File: config.mk
export PLATFORM = sky130hd
export DESIGN_NAME = mc_cu_flat
export DESIGN_NICKNAME = d
export VERILOG_FILES = /design/src/rtl/mc_pkg.sv /design/src/rtl/mc_cu_if.sv /design/src/rtl/mc_decode.sv /design/src/rtl/mc_cu.sv /design/src/flat_wrapper.sv
export SDC_FILE = /design/constraint.sdc
export NUM_CORES = 1
export LEC_CHECK = 0
export CAP_MARGIN = 20
export CORE_UTILIZATION = 37
export DETAILED_ROUTE_END_ITERATION = 16
export HOLD_SLACK_MARGIN = 0.03
export PLACE_DENSITY = 0.86
export SYNTH_ARGS = -nofsm -noshare
export SYNTH_HDL_FRONTEND = slang
export SYNTH_HIERARCHICAL = 1
export SYNTH_SLANG_ARGS = --single-unit
File: constraint.sdc
create_clock -name clk -period 4 [get_ports clk]
set_input_delay 0.8 -clock clk [delete_from_list [all_inputs] [get_ports clk]]
set_output_delay 0.8 -clock clk [all_outputs]
set_load 0.1 [all_outputs]
File: src/rtl/mc_pkg.sv
// Shared constants for the multi-cycle MIPS-subset control unit:
// opcodes, functs, FSM states, instruction classes and datapath codes.
package mc_pkg;

  localparam logic [5:0] OP_RTYPE = 6'h00;
  localparam logic [5:0] OP_J     = 6'h02;
  localparam logic [5:0] OP_JAL   = 6'h03;
  localparam logic [5:0] OP_BEQ   = 6'h04;
  localparam logic [5:0] OP_BNE   = 6'h05;
  localparam logic [5:0] OP_ADDIU = 6'h09;
  localparam logic [5:0] OP_ANDI  = 6'h0C;
  localparam logic [5:0] OP_ORI   = 6'h0D;
  localparam logic [5:0] OP_LUI   = 6'h0F;
  localparam logic [5:0] OP_LW    = 6'h23;
  localparam logic [5:0] OP_SW    = 6'h2B;

  localparam logic [5:0] FN_ADD = 6'h20;
  localparam logic [5:0] FN_SUB = 6'h22;
  localparam logic [5:0] FN_AND = 6'h24;
  localparam logic [5:0] FN_OR  = 6'h25;
  localparam logic [5:0] FN_SLT = 6'h2A;

  localparam logic [2:0] ALU_ADD = 3'b000;
  localparam logic [2:0] ALU_SUB = 3'b001;
  localparam logic [2:0] ALU_AND = 3'b010;
  localparam logic [2:0] ALU_OR  = 3'b011;
  localparam logic [2:0] ALU_SLT = 3'b100;

  localparam logic [1:0] PC_PLUS4  = 2'b00;
  localparam logic [1:0] PC_BRANCH = 2'b01;
  localparam logic [1:0] PC_JUMP   = 2'b10;

  localparam logic [1:0] RD_RT = 2'b00;
  localparam logic [1:0] RD_RD = 2'b01;
  localparam logic [1:0] RD_RA = 2'b10;

  localparam logic [1:0] WB_ALU = 2'b00;
  localparam logic [1:0] WB_MEM = 2'b01;
  localparam logic [1:0] WB_LUI = 2'b10;
  localparam logic [1:0] WB_PC4 = 2'b11;

  typedef enum logic [2:0] {
    S_FETCH  = 3'd0,
    S_DECODE = 3'd1,
    S_EXEC   = 3'd2,
    S_MEM    = 3'd3,
    S_WB     = 3'd4,
    S_TRAP   = 3'd5
  } state_t;

  typedef enum logic [3:0] {
    C_RTYPE,
    C_IALU,
    C_LUI,
    C_LW,
    C_SW,
    C_BEQ,
    C_BNE,
    C_J,
    C_JAL,
    C_ILL
  } cls_t;

endpackage

File: src/rtl/mc_cu_if.sv
// Control-unit <-> datapath bundle.
// master = control unit, slave = datapath.
interface mc_cu_if;
  logic [31:0] inst;
  logic        mem_ready;
  logic        alu_zero;
  logic        pc_we;
  logic        ir_we;
  logic        mem_re;
  logic        mem_we;
  logic        reg_we;
  logic [1:0]  pc_src;
  logic [1:0]  reg_dst;
  logic        alu_src_b;
  logic [2:0]  alu_op;
  logic [1:0]  wb_sel;
  logic        illegal;
  logic [2:0]  state;

  modport master (
    input  inst, mem_ready, alu_zero,
    output pc_we, ir_we, mem_re, mem_we,
    output reg_we, pc_src, reg_dst,
    output alu_src_b, alu_op, wb_sel,
    output illegal, state
  );

  modport slave (
    output inst, mem_ready, alu_zero,
    input  pc_we, ir_we, mem_re, mem_we,
    input  reg_we, pc_src, reg_dst,
    input  alu_src_b, alu_op, wb_sel,
    input  illegal, state
  );
endinterface

File: src/rtl/mc_decode.sv
// Combinational instruction decoder:
// instruction word -> class, ALU operation, illegal.
module mc_decode
  import mc_pkg::*;
#(
  parameter bit SUPPORT_JAL = 1'b1
) (
  input  logic [31:0] i_inst,
  output cls_t        o_cls,
  output logic [2:0]  o_alu_op,
  output logic        o_illegal
);

  logic [5:0] w_op;
  logic [5:0] w_fn;
  logic       w_unused_bits;
  logic       w_is_r, w_is_addiu, w_is_andi;
  logic       w_is_ori, w_is_lui, w_is_lw;
  logic       w_is_sw, w_is_beq, w_is_bne;
  logic       w_is_j, w_is_jal;

  assign w_op = i_inst[31:26];
  assign w_fn = i_inst[5:0];
  assign w_unused_bits = ^i_inst[25:6];

  assign w_is_r     = (w_op == OP_RTYPE);
  assign w_is_addiu = (w_op == OP_ADDIU);
  assign w_is_andi  = (w_op == OP_ANDI);
  assign w_is_ori   = (w_op == OP_ORI);
  assign w_is_lui   = (w_op == OP_LUI);
  assign w_is_lw    = (w_op == OP_LW);
  assign w_is_sw    = (w_op == OP_SW);
  assign w_is_beq   = (w_op == OP_BEQ);
  assign w_is_bne   = (w_op == OP_BNE);
  assign w_is_j     = (w_op == OP_J);
  assign w_is_jal   = (w_op == OP_JAL) && SUPPORT_JAL;

  // Map opcode/funct to class and ALU op; anything unmatched is illegal
  always_comb begin
    o_cls    = C_ILL;
    o_alu_op = ALU_ADD;
    unique case (1'b1)
      w_is_r: begin
        case (w_fn)
          FN_ADD: begin o_cls = C_RTYPE; o_alu_op = ALU_ADD; end
          FN_SUB: begin o_cls = C_RTYPE; o_alu_op = ALU_SUB; end
          FN_AND: begin o_cls = C_RTYPE; o_alu_op = ALU_AND; end
          FN_OR:  begin o_cls = C_RTYPE; o_alu_op = ALU_OR;  end
          FN_SLT: begin o_cls = C_RTYPE; o_alu_op = ALU_SLT; end
          default: o_cls = C_ILL;
        endcase
      end
      w_is_addiu: begin o_cls = C_IALU; o_alu_op = ALU_ADD; end
      w_is_andi:  begin o_cls = C_IALU; o_alu_op = ALU_AND; end
      w_is_ori:   begin o_cls = C_IALU; o_alu_op = ALU_OR;  end
      w_is_lui:   o_cls = C_LUI;
      w_is_lw:    begin o_cls = C_LW;  o_alu_op = ALU_ADD; end
      w_is_sw:    begin o_cls = C_SW;  o_alu_op = ALU_ADD; end
      w_is_beq:   begin o_cls = C_BEQ; o_alu_op = ALU_SUB; end
      w_is_bne:   begin o_cls = C_BNE; o_alu_op = ALU_SUB; end
      w_is_j:     o_cls = C_J;
      w_is_jal:   o_cls = C_JAL;
      default:    o_cls = C_ILL;
    endcase
  end

  assign o_illegal = (o_cls == C_ILL);

endmodule

File: src/rtl/mc_cu.sv
// Multi-cycle control unit: FETCH/DECODE/EXEC/MEM/WB/TRAP.
// Outputs follow state plus same-cycle mem_ready/alu_zero.
module mc_cu
  import mc_pkg::*;
#(
  parameter bit MEM_WAIT    = 1'b1,
  parameter bit SUPPORT_JAL = 1'b1
) (
  input logic     clk,
  input logic     rst,
  mc_cu_if.master bus
);

  state_t     r_state;
  logic       r_illegal;
  cls_t       w_cls;
  logic [2:0] w_alu_op;
  logic       w_ill;
  logic       w_rdy;
  logic       w_taken;

  mc_decode #(
    .SUPPORT_JAL(SUPPORT_JAL)
  ) u_dec (
    .i_inst   (bus.inst),
    .o_cls    (w_cls),
    .o_alu_op (w_alu_op),
    .o_illegal(w_ill)
  );

  assign w_rdy   = MEM_WAIT ? bus.mem_ready : 1'b1;
  assign w_taken = ((w_cls == C_BEQ) && bus.alu_zero)
                || ((w_cls == C_BNE) && !bus.alu_zero);

  // State sequencing and the sticky trap flag
  always_ff @(posedge clk or posedge rst) begin
    if (rst) begin
      r_state   <= S_FETCH;
      r_illegal <= 1'b0;
    end else begin
      case (r_state)
        S_FETCH:
          if (w_rdy) r_state <= S_DECODE;
        S_DECODE:
          if (w_ill) begin
            r_state   <= S_TRAP;
            r_illegal <= 1'b1;
          end else if (w_cls == C_J || w_cls == C_JAL)
            r_state <= S_FETCH;
          else if (w_cls == C_LUI)
            r_state <= S_WB;
          else
            r_state <= S_EXEC;
        S_EXEC:
          if (w_cls == C_LW || w_cls == C_SW)
            r_state <= S_MEM;
          else if (w_cls == C_BEQ || w_cls == C_BNE)
            r_state <= S_FETCH;
          else
            r_state <= S_WB;
        S_MEM:
          if (w_rdy)
            r_state <= (w_cls == C_LW) ? S_WB : S_FETCH;
        S_WB:
          r_state <= S_FETCH;
        S_TRAP:
          r_state <= S_TRAP;
        default:
          r_state <= S_FETCH;
      endcase
    end
  end

  // Per-state datapath controls; rst masks the fetch-complete strobes
  always_comb begin
    bus.pc_we     = 1'b0;
    bus.ir_we     = 1'b0;
    bus.mem_re    = 1'b0;
    bus.mem_we    = 1'b0;
    bus.reg_we    = 1'b0;
    bus.pc_src    = PC_PLUS4;
    bus.reg_dst   = RD_RT;
    bus.alu_src_b = 1'b0;
    bus.alu_op    = ALU_ADD;
    bus.wb_sel    = WB_ALU;
    case (r_state)
      S_FETCH: begin
        bus.mem_re = 1'b1;
        if (w_rdy && !rst) begin
          bus.ir_we  = 1'b1;
          bus.pc_we  = 1'b1;
          bus.pc_src = PC_PLUS4;
        end
      end
      S_DECODE: begin
        if (w_cls == C_J || w_cls == C_JAL) begin
          bus.pc_we  = 1'b1;
          bus.pc_src = PC_JUMP;
        end
        if (w_cls == C_JAL) begin
          bus.reg_we  = 1'b1;
          bus.reg_dst = RD_RA;
          bus.wb_sel  = WB_PC4;
        end
      end
      S_EXEC: begin
        bus.alu_op    = w_alu_op;
        bus.alu_src_b = (w_cls == C_IALU) || (w_cls == C_LW)
                     || (w_cls == C_SW);
        if (w_taken) begin
          bus.pc_we  = 1'b1;
          bus.pc_src = PC_BRANCH;
        end
      end
      S_MEM: begin
        bus.mem_re = (w_cls == C_LW);
        bus.mem_we = (w_cls == C_SW);
      end
      S_WB: begin
        bus.reg_we  = 1'b1;
        bus.reg_dst = (w_cls == C_RTYPE) ? RD_RD : RD_RT;
        if (w_cls == C_LW)
          bus.wb_sel = WB_MEM;
        else if (w_cls == C_LUI)
          bus.wb_sel = WB_LUI;
        else
          bus.wb_sel = WB_ALU;
      end
      default: ;
    endcase
  end

  assign bus.state   = r_state;
  assign bus.illegal = r_illegal;

endmodule
File: src/flat_wrapper.sv
// flat-port wrapper written by rule: the top's interface ports become plain ports
module mc_cu_flat import mc_pkg::*;
#(
  parameter bit MEM_WAIT    = 1'b1,
  parameter bit SUPPORT_JAL = 1'b1
)
  (clk, rst, bus_inst, bus_mem_ready, bus_alu_zero, bus_pc_we, bus_ir_we, bus_mem_re, bus_mem_we, bus_reg_we, bus_pc_src, bus_reg_dst, bus_alu_src_b, bus_alu_op, bus_wb_sel, bus_illegal, bus_state);
  mc_cu_if bus_i ();
  input logic clk;
  input logic rst;
  input wire logic [$bits(bus_i.inst)-1:0] bus_inst;
  input wire logic [$bits(bus_i.mem_ready)-1:0] bus_mem_ready;
  input wire logic [$bits(bus_i.alu_zero)-1:0] bus_alu_zero;
  output wire logic [$bits(bus_i.pc_we)-1:0] bus_pc_we;
  output wire logic [$bits(bus_i.ir_we)-1:0] bus_ir_we;
  output wire logic [$bits(bus_i.mem_re)-1:0] bus_mem_re;
  output wire logic [$bits(bus_i.mem_we)-1:0] bus_mem_we;
  output wire logic [$bits(bus_i.reg_we)-1:0] bus_reg_we;
  output wire logic [$bits(bus_i.pc_src)-1:0] bus_pc_src;
  output wire logic [$bits(bus_i.reg_dst)-1:0] bus_reg_dst;
  output wire logic [$bits(bus_i.alu_src_b)-1:0] bus_alu_src_b;
  output wire logic [$bits(bus_i.alu_op)-1:0] bus_alu_op;
  output wire logic [$bits(bus_i.wb_sel)-1:0] bus_wb_sel;
  output wire logic [$bits(bus_i.illegal)-1:0] bus_illegal;
  output wire logic [$bits(bus_i.state)-1:0] bus_state;
  assign bus_i.inst = bus_inst;
  assign bus_i.mem_ready = bus_mem_ready;
  assign bus_i.alu_zero = bus_alu_zero;
  assign bus_pc_we = bus_i.pc_we;
  assign bus_ir_we = bus_i.ir_we;
  assign bus_mem_re = bus_i.mem_re;
  assign bus_mem_we = bus_i.mem_we;
  assign bus_reg_we = bus_i.reg_we;
  assign bus_pc_src = bus_i.pc_src;
  assign bus_reg_dst = bus_i.reg_dst;
  assign bus_alu_src_b = bus_i.alu_src_b;
  assign bus_alu_op = bus_i.alu_op;
  assign bus_wb_sel = bus_i.wb_sel;
  assign bus_illegal = bus_i.illegal;
  assign bus_state = bus_i.state;
  mc_cu #(.MEM_WAIT(MEM_WAIT), .SUPPORT_JAL(SUPPORT_JAL)) u_core (.clk(clk), .rst(rst), .bus(bus_i));
endmodule
==> results.txt, run 1 <==
----------------------------------------------------
[Setup path]
  Master of the slowest instance on the critical path ... sky130_fd_sc_hd__or4_4
  Endpoint of the worst-slack reg-to-reg timing path ... u_core/bus.state[1]
  Endpoint of the worst setup timing path ... bus_wb_sel[0]
  Element type at the critical path start ... input pin
  Cell-by-cell listing of the critical path ... clkdlybuf4s15_1 -> or4_4 -> a2111oi_4 -> nand2_2 -> o211ai_1 -> buf_4 -> inv_2 -> or4_4 -> a21oi_4 -> buf_12
  Critical path arrival ... about 3.1 ns
  Largest driver fanout on the critical path ... 6
  Startpoint-to-endpoint class of the critical path ... in -> out
  Most prevalent standard cell on the critical path ... sky130_fd_sc_hd__or4_4
  Worst EP required ... between 3 and 4 ns
  Beginning of the critical path ... bus_inst[30]
  Number of cells traversed by the worst register-to-register path ... 3
  Reg2reg start ... u_core/bus.state[1]
  Kind of end point of the critical path ... output pin
  Largest stage delay on the critical path ... 0.56 ns
  Slack of the worst reg-to-reg path ... 2.29 ns

[Cells and area]
  Footprint of the multi-input gates ... 840.8 um^2
  Area growth, synth to finish ... 103.0%
  Fill cell total of the finished layout ... roughly 130
  Most frequent cells in the layout ... 40 x sky130_fd_sc_hd__buf_4, 14 x sky130_fd_sc_hd__buf_12, 7 x sky130_fd_sc_hd__clkdlybuf4s50_1, 7 x sky130_fd_sc_hd__nor2_1, 7 x sky130_fd_sc_hd__o21ai_0
  Most common library cell in the layout ignoring fill and taps ... sky130_fd_sc_hd__buf_4
  Fraction of layout instances using a drive strength above 1 ... 0.4599
  Net count of the finished layout ... ~230
  Antenna cells ... 0
  Area taken by flip-flops and latches ... 100.1 um^2

[Power]
  Power density over the cells ... 391.3 nW/um^2
  Switch share ... 0.5881
  IR drop worst, VDD ... between 500 and 600 uV
  Relative contribution of the clock network to total power ... 0.075
  Leak Pwr ... 0.7731 nW
  Combinational share of power ... 0.787
  Int Power ... 290.2 uW
  Switching component of the power ... 414.4 uW
  Power share of the sequential group ... 0.138

[Floorplanning]
  Die width ... 50.97 um
  Placement row count ... 17
  Initial Util ... 0.3972
  Vertical die dimension ... ~51 um
  Floorplan die area ... 2597 um^2
  Number of I/O pins ... 55
  Core Region ... 2233 um^2

[Timing]
  Setup total negative slack ... 0 ns
  Peak Freq ... 254.9 MHz
  Final clock period utilization by the worst path ... 0.9807
  Worst hold margin ... 0.4582 ns
  Number of failing setup endpoints in the final timing report ... 0
  Max-slew violation total from the final report ... 0
  Transition time at the pin with the least slew margin ... 0.9731 ns
  Setup slack after layout ... 0.07701 ns
  Relative slew margins ... 0.3492
  Final Hold Viols ... 0
  Final worst clock skew ... around 0.0067 ns
  Min Tclk post-route ... 3.923 ns
  Setup repair after global routing missed its margin ... true

[Routing]
  Number of nets with antenna violations after detailed routing ... 0
  Wire length per cell ... 18.12 um
  Total vias in the final route ... about 1300
  Final wirelength ... 3.896 mm
  Via/cell ratio ... 6.023
  # DRC ... 0
  First-pass iteration count of the detailed router ... 5
  Number of DRC markers in iteration 0 ... 81

[Yosys]
  Most frequently used flop master after synthesis ... sky130_fd_sc_hd__dfrtp_1
  Share of synthesized flip-flops with an asynchronous set or reset ... 1.000
  Number of flip-flops and latches in the synthesized netlist ... 4
  Synth top area share ... 0.1128
  Sequential share of the synthesized area ... 0.1128
  Number of enable-type register cells in the synthesized netlist ... 0
  Combined area of all synthesized cells ... 887.1 um^2
  Number of instances in the synthesized netlist ... between 100 and 150
  Number of distinct library cells after synthesis ... 48
  Synth Net Count ... 157
  Number of warning messages in the yosys log ... 6
  Cell type with the largest total area after synthesis ... sky130_fd_sc_hd__dfrtp_1
  Area contributors post-synth ... sky130_fd_sc_hd__dfrtp_1 11%, sky130_fd_sc_hd__nor3b_1 5.1%, sky130_fd_sc_hd__nor2b_1 4.9%, sky130_fd_sc_hd__nor4b_1 4.9%, sky130_fd_sc_hd__o21ai_0 4.5%
  Synthesized area per cell ... roughly 7.3 um^2

[Clocking]
  Clk pin slew, worst setup/hold paths ... 0.04 ns
  Library cell used as clock root buffer ... sky130_fd_sc_hd__clkbuf_4
  Maximum root-to-sink buffer count ... 2
  Clock latency on the worst-skew pair ... 0.25 ns
  CTS Sinks ... 4
  Number of buffers inserted during clock tree synthesis ... 3
  TritonCTS clock tree ... yes
  Number of levels in the clock H-tree ... 1

[Place]
  Port Buffers ... 34
  Worst slack after detailed placement ... -0.3878 ns
  Gpl congestion ... 0.8218
  Detailed placer's ending HPWL ... 2.476 mm

[Run status]
  Status ... finished clean

[GRT]
  Total GRT Usage ... 0.3046
  Pin count of the biggest net entering global routing ... 16
  Number of antenna violations at the first check in global routing ... 0
  Overflow left after global routing ... 0
  Global-route wire length before repair ... 5.954 mm
  Number of global-route vias before repair ... between 1000 and 1500

[Flow run]
  Max cap viols ... 0

[Worst hold path]
  Worst min-delay path class ... reg -> reg

----------------------------------------------------
## flip-flops by register name, summed over array words and instances, names as in the netlist
signal / count
u_core/bus.illegal: 1
u_core/bus.state: 3
## metrics by stage
step	utilization	area (um^2)	total power, mW	std cells
2_1_floorplan	-	952.2	0.4628	121
5_1_grt	0.8062	1800	0.7266	215
6_report	0.8062	1800	0.7046	215
4_1_cts	0.7854	1754	0.6862	213
3_3_place_gp	0.7199	1608	0.6053	199
3_5_place_dp	0.7199	1608	0.6161	199
## routing by layer
layer	GRT usage	vias to the layer above	wire [um]
met5	0	-	0
met4	0.1435	0	138
met3	0.01190	17	212
met2	0.5482	81	2061
met1	0.3665	606	1484
li1	-	591	-
## timing repair
item                       in CTS  in global routing
resized for setup              23                 10
pin swaps                      13                  7
hold buffers                    0                  0
setup endpoints to repair      11                  8
gates cloned                    0                  0
setup buffers                  11                  2
## cells in the mapped netlist (all sizes together) (2+ instances only)
| cell | n |
|---|---|
| o211ai | 4 |
| xnor2 | 2 |
| buf | 8 |
| and3 | 5 |
| or3b | 2 |
| nand2b | 3 |
| a21oi | 7 |
| nor3b | 6 |
| inv | 5 |
| clkbuf | 3 |
| or4 | 2 |
| dfrtp | 4 |
| nor4b | 5 |
| a21boi | 2 |
| nor2 | 9 |
| o21ai | 8 |
| o21a | 2 |
| nor4bb | 2 |
| and3b | 3 |
| a311o | 2 |
| nand2 | 6 |
| and4 | 2 |
| nand3b | 2 |
| nor3 | 3 |
| nor2b | 7 |
## kinds of logic (layout without fill, tap and decap cells)
family | Yosys count | in the layout | synth area share
AO/OA/AOI/OAI | 34 | 34 | 0.2891
XOR/XNOR | 2 | 2 | 0.01975
buffers and inverters | 16 | 82 | 0.08886
flip-flops | 4 | 4 | 0.1128
multiplexers | 1 | 1 | 0.01128
AND/OR/NAND/NOR | 64 | 64 | 0.4782
## critical path: cells and delay by family
family / cells / cell delay [ns]
buffers and inverters: 4 / 0.61
AOI/OAI and AO/OA: 3 / 0.52
and+or+nand+nor: 3 / 1.19
## final cells by class
class / instances / area share
flip-flops and latches: 4 / 0.05559
clock buffers: 3 / 0.01251
repair buffers: 74 / 0.4350
inverters: 5 / 0.01042
multi-input cells: 101 / 0.4670
well taps: 28 / 0.01946
## power by group through the flow
| stage | Combinational, mW | Sequential (mW) | Clock (mW) |
|---|---|---|---|
| finish | 0.555 | 0.0969 | 0.0531 |
| global route | 0.572 | 0.0976 | 0.0573 |
| floorplan | 0.316 | 0.147 | 0 |
| global placement | 0.516 | 0.0889 | 0 |
| CTS | 0.540 | 0.0933 | 0.0530 |
| detailed placement | 0.525 | 0.0915 | 0 |
## worst min path at each step
stage,startpoint,end,slack (ns),depth (start not counted)
after CTS,u_core/bus.illegal,u_core/bus.illegal,0.46,1
after global routing,u_core/bus.illegal,u_core/bus.illegal,0.48,1
final,u_core/bus.illegal,u_core/bus.illegal,0.46,1
after detailed placement,u_core/bus.illegal,u_core/bus.illegal,0.45,1
after floorplan,rst,u_core/bus.illegal,0.57,1
after global placement,u_core/bus.illegal,u_core/bus.illegal,0.44,1
Note: power is estimated with default switching activity, not from simulation.
==> inputs of run 2 (changes only) <==
- CORE_ASPECT_RATIO: default -> 0.75
- CTS_CLUSTER_SIZE: default -> 8
==> run 2 against run 1 <==
Against the previous run: via count increased by 8.3%; critical path depth is the same; total power is 2.7% higher; global-route usage is 0.40 points higher; critical path type unchanged; critical endpoint is now bus_pc_we; largest cell class unchanged.
==> results.txt, run 2 (synthesis gave the netlist of run 1 again) <==
----------------------------------------------------
[Run status]
  Status ... finished clean

[Flow run]
  Max cap viols ... 0

[Cells and area]
  Most common library cell in the layout ignoring fill and taps ... sky130_fd_sc_hd__buf_4
  Fill cell total of the finished layout ... between 100 and 150
  Number of flip-flops in the largest register ... 3
  Footprint of the multi-input gates ... 873.3 um^2
  Fraction of layout instances using a drive strength above 1 ... 0.4946
  Fin cells ... 218
  Antenna cells ... 0
  Area taken by flip-flops and latches ... ~100 um^2
  Most frequent cells in the layout ... 36 x sky130_fd_sc_hd__buf_4, 14 x sky130_fd_sc_hd__buf_12, 7 x sky130_fd_sc_hd__clkdlybuf4s50_1, 7 x sky130_fd_sc_hd__nor2_1, 7 x sky130_fd_sc_hd__o21ai_0
  Area growth, synth to finish ... 106.1%
  Net count of the finished layout ... 224

[Place]
  Port Buffers ... 34
  Detailed placer's ending HPWL ... 2.506 mm
  Worst slack after detailed placement ... -0.3151 ns
  Number of placed instances, taps included ... slightly above 200
  Gpl congestion ... slightly below 0.9

[Setup path]
  Element type at the critical path start ... input pin
  Largest driver fanout on the critical path ... 5
  Startpoint-to-endpoint class of the critical path ... in -> out
  Count of buffer and inverter cells on the critical path ... 3
  Reg2reg start ... u_core/bus.state[0]
  Kind of end point of the critical path ... output pin
  Delay-heaviest family, CP ... compound AO/OA/AOI/OAI gates
  Slack of the worst reg-to-reg path ... 2.25 ns
  Cell-by-cell listing of the critical path ... clkdlybuf4s15_1 -> buf_4 -> nor2_1 -> a21oi_1 -> o31a_1 -> o211ai_1 -> nor3b_2 -> o211a_4 -> or3b_4 -> buf_12
  Largest stage delay on the critical path ... 0.40 ns
  Beginning of the critical path ... bus_inst[28]
  Number of cells traversed by the worst register-to-register path ... 3
  Endpoint of the worst setup timing path ... bus_pc_we
  Master of the slowest instance on the critical path ... sky130_fd_sc_hd__o211ai_1
  Critical path arrival ... about 3.1 ns
  Number of gates on the worst path with buffers counted ... 10
  Endpoint of the worst-slack reg-to-reg timing path ... u_core/bus.state[1]
  Worst EP required ... 3.20 ns

[Routing]
  Total vias in the final route ... 1403
  Final wirelength ... about 4.3 mm
  # DRC ... 0
  Number of DRC markers in iteration 0 ... 118
  First-pass iteration count of the detailed router ... 7
  Wire length per cell ... 19.78 um
  Via/cell ratio ... approximately 6.4
  Number of nets with antenna violations after detailed routing ... 0

[Timing]
  Final clock period utilization by the worst path ... 0.9815
  Peak Freq ... 254.7 MHz
  Min Tclk post-route ... 3.926 ns
  Relative slew margins ... 0.3535
  Final Hold Viols ... 0
  Max-slew violation total from the final report ... 0
  Final worst clock skew ... 0.01482 ns
  Transition time at the pin with the least slew margin ... 0.9668 ns
  Setup slack after layout ... 0.07380 ns
  Number of failing setup endpoints in the final timing report ... 0

[GRT]
  Global-route wire length before repair ... between 6 and 7 mm
  Overflow left after global routing ... 0
  Number of antenna violations at the first check in global routing ... 0
  Total GRT Usage ... 0.3086
  Number of global-route vias before repair ... around 1300
  Pin count of the biggest net entering global routing ... 16

[Clocking]
  Number of levels in the clock H-tree ... 1
  Clock latency on the worst-skew pair ... 0.24 ns
  CTS Sinks ... 4
  Clk pin slew, worst setup/hold paths ... around 0.05 ns
  Number of buffers inserted during clock tree synthesis ... 3
  Maximum root-to-sink buffer count ... 2
  TritonCTS clock tree ... yes
  Library cell used as clock root buffer ... sky130_fd_sc_hd__clkbuf_4

[Power]
  Int Power ... 293.7 uW
  Power density over the cells ... 396.0 nW/um^2
  Total Power Consumption ... 724.0 uW
  Leak Pwr ... between 0.7 and 0.8 nW
  Power share of the sequential group ... 0.134
  Switching component of the power ... around 430 uW
  IR drop worst, VDD ... 573.6 uV
  Relative contribution of the clock network to total power ... 0.075
  Combinational share of power ... 0.791
  Switch share ... 0.5944

[Floorplanning]
  Vertical die dimension ... ~44 um
  Initial Util ... 0.4151
  Number of I/O pins ... 55
  Placement row count ... 14
  Floorplan die area ... around 2600 um^2
  Die width ... between 50 and 60 um
  Core Region ... 2137 um^2

[Worst hold path]
  Worst min-delay path startpoint ... u_core/bus.illegal
  Worst min-delay path class ... reg -> reg

----------------------------------------------------
run 2: changes by cell type in the layout (fill, tap and decap cells not counted), sizes merged:
cell	previous run	this run
clkdlybuf4s15	3	1
dlygate4sd2	4	1
clkbuf	4	6
dlymetal6s2s	4	6
run 2: per-stage QoR:
| step | hold WS (ns) | cell area, um^2 | utilization | TNS (ns) |
|---|---|---|---|---|
| 3_5_place_dp | 0.4613 | 1613 | 0.7547 | -1.483 |
| 2_1_floorplan | 0.5715 | 952.2 | - | -0.09113 |
| 6_report | 0.5523 | 1828 | 0.8554 | 0 |
| 5_1_grt | 0.5595 | 1828 | 0.8554 | -0.05882 |
| 4_1_cts | 0.4778 | 1738 | 0.8132 | 0 |
| 3_3_place_gp | 0.4449 | 1613 | 0.7547 | -0.8196 |
run 2: final cells by class:
| type | count | area share |
|---|---|---|
| Clock buffer | 3 | 0.01232 |
| Inverter | 5 | 0.01027 |
| Multi-Input combinational cell | 101 | 0.4778 |
| Sequential cell | 4 | 0.05476 |
| Tap cell | 32 | 0.02190 |
| Timing Repair Buffer | 73 | 0.4230 |
run 2: worst register-to-register path: cells and delay by family, from the launching register on:
kind / cells / cell delay, ns
AOI/OAI and AO/OA: 2 / 0.60
DFF: 1 / 0.61
and+or+nand+nor: 1 / 0.46
run 2: power by group through the flow:
stage	Combinational (mW)	Clock (mW)	Sequential (mW)
5_1_grt	0.587	0.0580	0.100
4_1_cts	0.546	0.0520	0.0963
3_3_place_gp	0.519	0	0.0892
3_5_place_dp	0.531	0	0.0928
2_1_floorplan	0.316	0	0.147
6_report	0.573	0.0541	0.0970
run 2: timing repair:
| item | 4_1_cts | 5_1_grt |
|---|---|---|
| hold buffers | 0 | 0 |
| endpoints found under the setup margin | 10 | 10 |
| pin swaps | 12 | 15 |
| cloned | 0 | 1 |
| buffers inserted | 7 | 4 |
| gates resized for setup | 23 | 22 |
run 2: layer usage:
| metal | vias to the layer above | GRT usage | part of all wire |
|---|---|---|---|
| met5 | - | 0 | 0 |
| met4 | 0 | 0.1238 | 0.049 |
| met3 | 24 | 0.03509 | 0.11 |
| met2 | 134 | 0.5241 | 0.46 |
| met1 | 653 | 0.4035 | 0.38 |
| li1 | 592 | - | - |
run 2: how the worst min path moves through the flow:
stage | to | cells after the start
6_report | u_core/bus.illegal | 1
5_1_grt | u_core/bus.illegal | 1
4_1_cts | u_core/bus.illegal | 1
3_5_place_dp | u_core/bus.illegal | 1
3_3_place_gp | u_core/bus.illegal | 1
2_1_floorplan | u_core/bus.illegal | 1
==> inputs of run 3 (changes only) <==
- CORE_ASPECT_RATIO: 0.75 -> default
- CTS_BUF_LIST: default -> sky130_fd_sc_hd__clkbuf_16
- SKIP_CTS_REPAIR_TIMING: default -> 1
==> run 3 against run 2 <==
Against the previous run: worst hold slack got worse by 0.094 ns; clock skew down 0.012 ns; cell count decreased by 3.2%; clock-buffer cell count did not move; sequential power barely moved; global-route usage shrank 3.5 points.
==> results.txt, run 3 (synthesis gave the netlist of run 1 again) <==
----------------------------------------------------
[Run status]
  Status ... finished clean

[Routing]
  Total vias in the final route ... 1268
  Number of nets with antenna violations after detailed routing ... 0
  Number of DRC markers in iteration 0 ... 41
  Via/cell ratio ... 6.009
  Final wirelength ... 3.889 mm
  # DRC ... 0
  Wire length per cell ... about 18 um
  First-pass iteration count of the detailed router ... 4

[Power]
  Power density over the cells ... 438.5 nW/um^2
  Total Power Consumption ... 815.4 uW
  IR drop worst, VDD ... 612.1 uV
  Leak Pwr ... just over 0.8 nW

[Cells and area]
  Fraction of layout instances using a drive strength above 1 ... 0.4699
  Most frequent cells in the layout ... 35 x sky130_fd_sc_hd__buf_4, 14 x sky130_fd_sc_hd__buf_12, 8 x sky130_fd_sc_hd__clkdlybuf4s50_1
  Most common library cell in the layout ignoring fill and taps ... sky130_fd_sc_hd__buf_4
  Area growth, synth to finish ... 109.6%
  Final design utilization ... 0.8325
  Number of flip-flops in the largest register ... 3
  Net count of the finished layout ... 221
  Antenna cells ... 0
  Fill cell total of the finished layout ... roughly 110

[GRT]
  Global-route wire length before repair ... 5.506 mm
  Overflow left after global routing ... 0
  Pin count of the biggest net entering global routing ... 16
  Total GRT Usage ... 0.2736
  Number of global-route vias before repair ... 1179
  Number of antenna violations at the first check in global routing ... 0

[Setup path]
  Startpoint-to-endpoint class of the critical path ... in -> out
  Count of buffer and inverter cells on the critical path ... 3
  Delay-heaviest family, CP ... simple AND/OR/NAND/NOR gates
  Critical path arrival ... 3.18 ns
  Cell-by-cell listing of the critical path ... clkbuf_2 -> or4_4 -> a2111oi_4 -> nand2_2 -> o211ai_1 -> buf_4 -> and4b_1 -> o21ai_2 -> or3b_4 -> buf_12
  Largest stage delay on the critical path ... ~0.56 ns
  Master of the slowest instance on the critical path ... sky130_fd_sc_hd__or4_4
  Worst EP required ... about 3.2 ns
  Kind of end point of the critical path ... output pin
  Element type at the critical path start ... input pin
  Largest driver fanout on the critical path ... 4

[Clocking]
  TritonCTS clock tree ... yes
  Maximum root-to-sink buffer count ... 2
  Number of levels in the clock H-tree ... 1
  Number of buffers inserted during clock tree synthesis ... 3
  Library cell used as clock root buffer ... sky130_fd_sc_hd__clkbuf_16
  CTS Sinks ... 4
  Clock latency on the worst-skew pair ... about 0.22 ns
  Clk pin slew, worst setup/hold paths ... 0.03 ns

[Timing]
  Relative slew margins ... 0.3471
  Max-slew violation total from the final report ... 0
  Min Tclk post-route ... 3.981 ns
  Final Hold Viols ... 0
  Peak Freq ... between 200 and 300 MHz
  Final clock period utilization by the worst path ... 0.9953
  Setup repair after global routing missed its margin ... true
  Number of failing setup endpoints in the final timing report ... 0
  Final worst clock skew ... 0.003041 ns
  Transition time at the pin with the least slew margin ... 0.9762 ns

[Floorplanning]
  Number of I/O pins ... 55
  Floorplan die area ... ~2600 um^2
  Initial Util ... 0.3972
  Die width ... 50.97 um
  Placement row count ... 17
  Vertical die dimension ... 50.97 um
  Core Region ... 2233 um^2

[Place]
  Gpl congestion ... 0.8218
  Port Buffers ... 34
  Detailed placer's ending HPWL ... 2.476 mm

[Worst hold path]
  Worst min-delay path class ... reg -> reg

[Flow run]
  Max cap viols ... 0

----------------------------------------------------
## run 3: cell count changes in the layout (fill, tap and decap cells not counted), moves of 2 or more
cell / previous run / this run
sky130_fd_sc_hd__buf_2: 2 / 0
sky130_fd_sc_hd__nor4b_2: 2 / 0
sky130_fd_sc_hd__nor3b_2: 3 / 1
sky130_fd_sc_hd__clkbuf_16: 0 / 3
sky130_fd_sc_hd__clkbuf_4: 3 / 0
## run 3: final cells by class
class / instances / area (um^2) / share of cell area
Clock buffer: 3 / 75.07 / 0.04038
Inverter: 5 / 21.27 / 0.01144
Multi-Input combinational cell: 101 / 874.6 / 0.4704
Sequential cell: 4 / 100.1 / 0.05384
Tap cell: 28 / 35.03 / 0.01884
Timing Repair Buffer: 70 / 753.2 / 0.4051
## run 3: final timing paths
| check | slack, ns | from | to | cells after the start |
|---|---|---|---|---|
| max | 0.02 | bus_inst[31] | bus_pc_we | 10 |
| min | 0.46 | u_core/bus.illegal | u_core/bus.illegal | 1 |
| min in group asynchronous | 0.78 | rst | u_core/bus.state[0] | 2 |
| max reg2reg | 2.25 | u_core/bus.state[1] | u_core/bus.state[1] | 3 |
| min reg2reg | 0.46 | u_core/bus.illegal | u_core/bus.illegal | 1 |
| max in group asynchronous | 3.05 | rst | u_core/bus.state[1] | 2 |
## run 3: power breakdown
part	switching (mW)	internal, mW
Clock	0.0294	0.128
Sequential	0.0452	0.0521
Combinational	0.354	0.207
Total	0.429	0.387
## run 3: metrics by stage
stage	hold slack (ns)	area, um^2	setup TNS [ns]	std cells	setup WS [ns]
after floorplan	0.5715	952.2	-0.09113	121	-0.05389
after global placement	0.4426	1608	-1.248	199	-0.2489
after detailed placement	0.4514	1608	-2.369	199	-0.3878
after CTS	0.4607	1683	-2.470	202	-0.3863
after global routing	0.4751	1859	-0.08762	211	-0.04285
final	0.4587	1859	0	211	0.01875
## run 3: worst register-to-register path: cells and delay by family, from the launching register on
kind | cells | cell delay (ns)
DFF | 1 | 0.57
AOI/OAI and AO/OA | 2 | 0.58
and+or+nand+nor | 1 | 0.49
## run 3: routing by layer
layer | global-route usage | wire length (um) | up-vias | part of all wire
li1 | - | - | 581 | -
met1 | 0.3399 | 1470 | 610 | 0.38
met2 | 0.5044 | 2132 | 69 | 0.55
met3 | 0.02381 | 228 | 8 | 0.059
met4 | 0.05556 | 57 | 0 | 0.015
met5 | 0 | 0 | - | 0
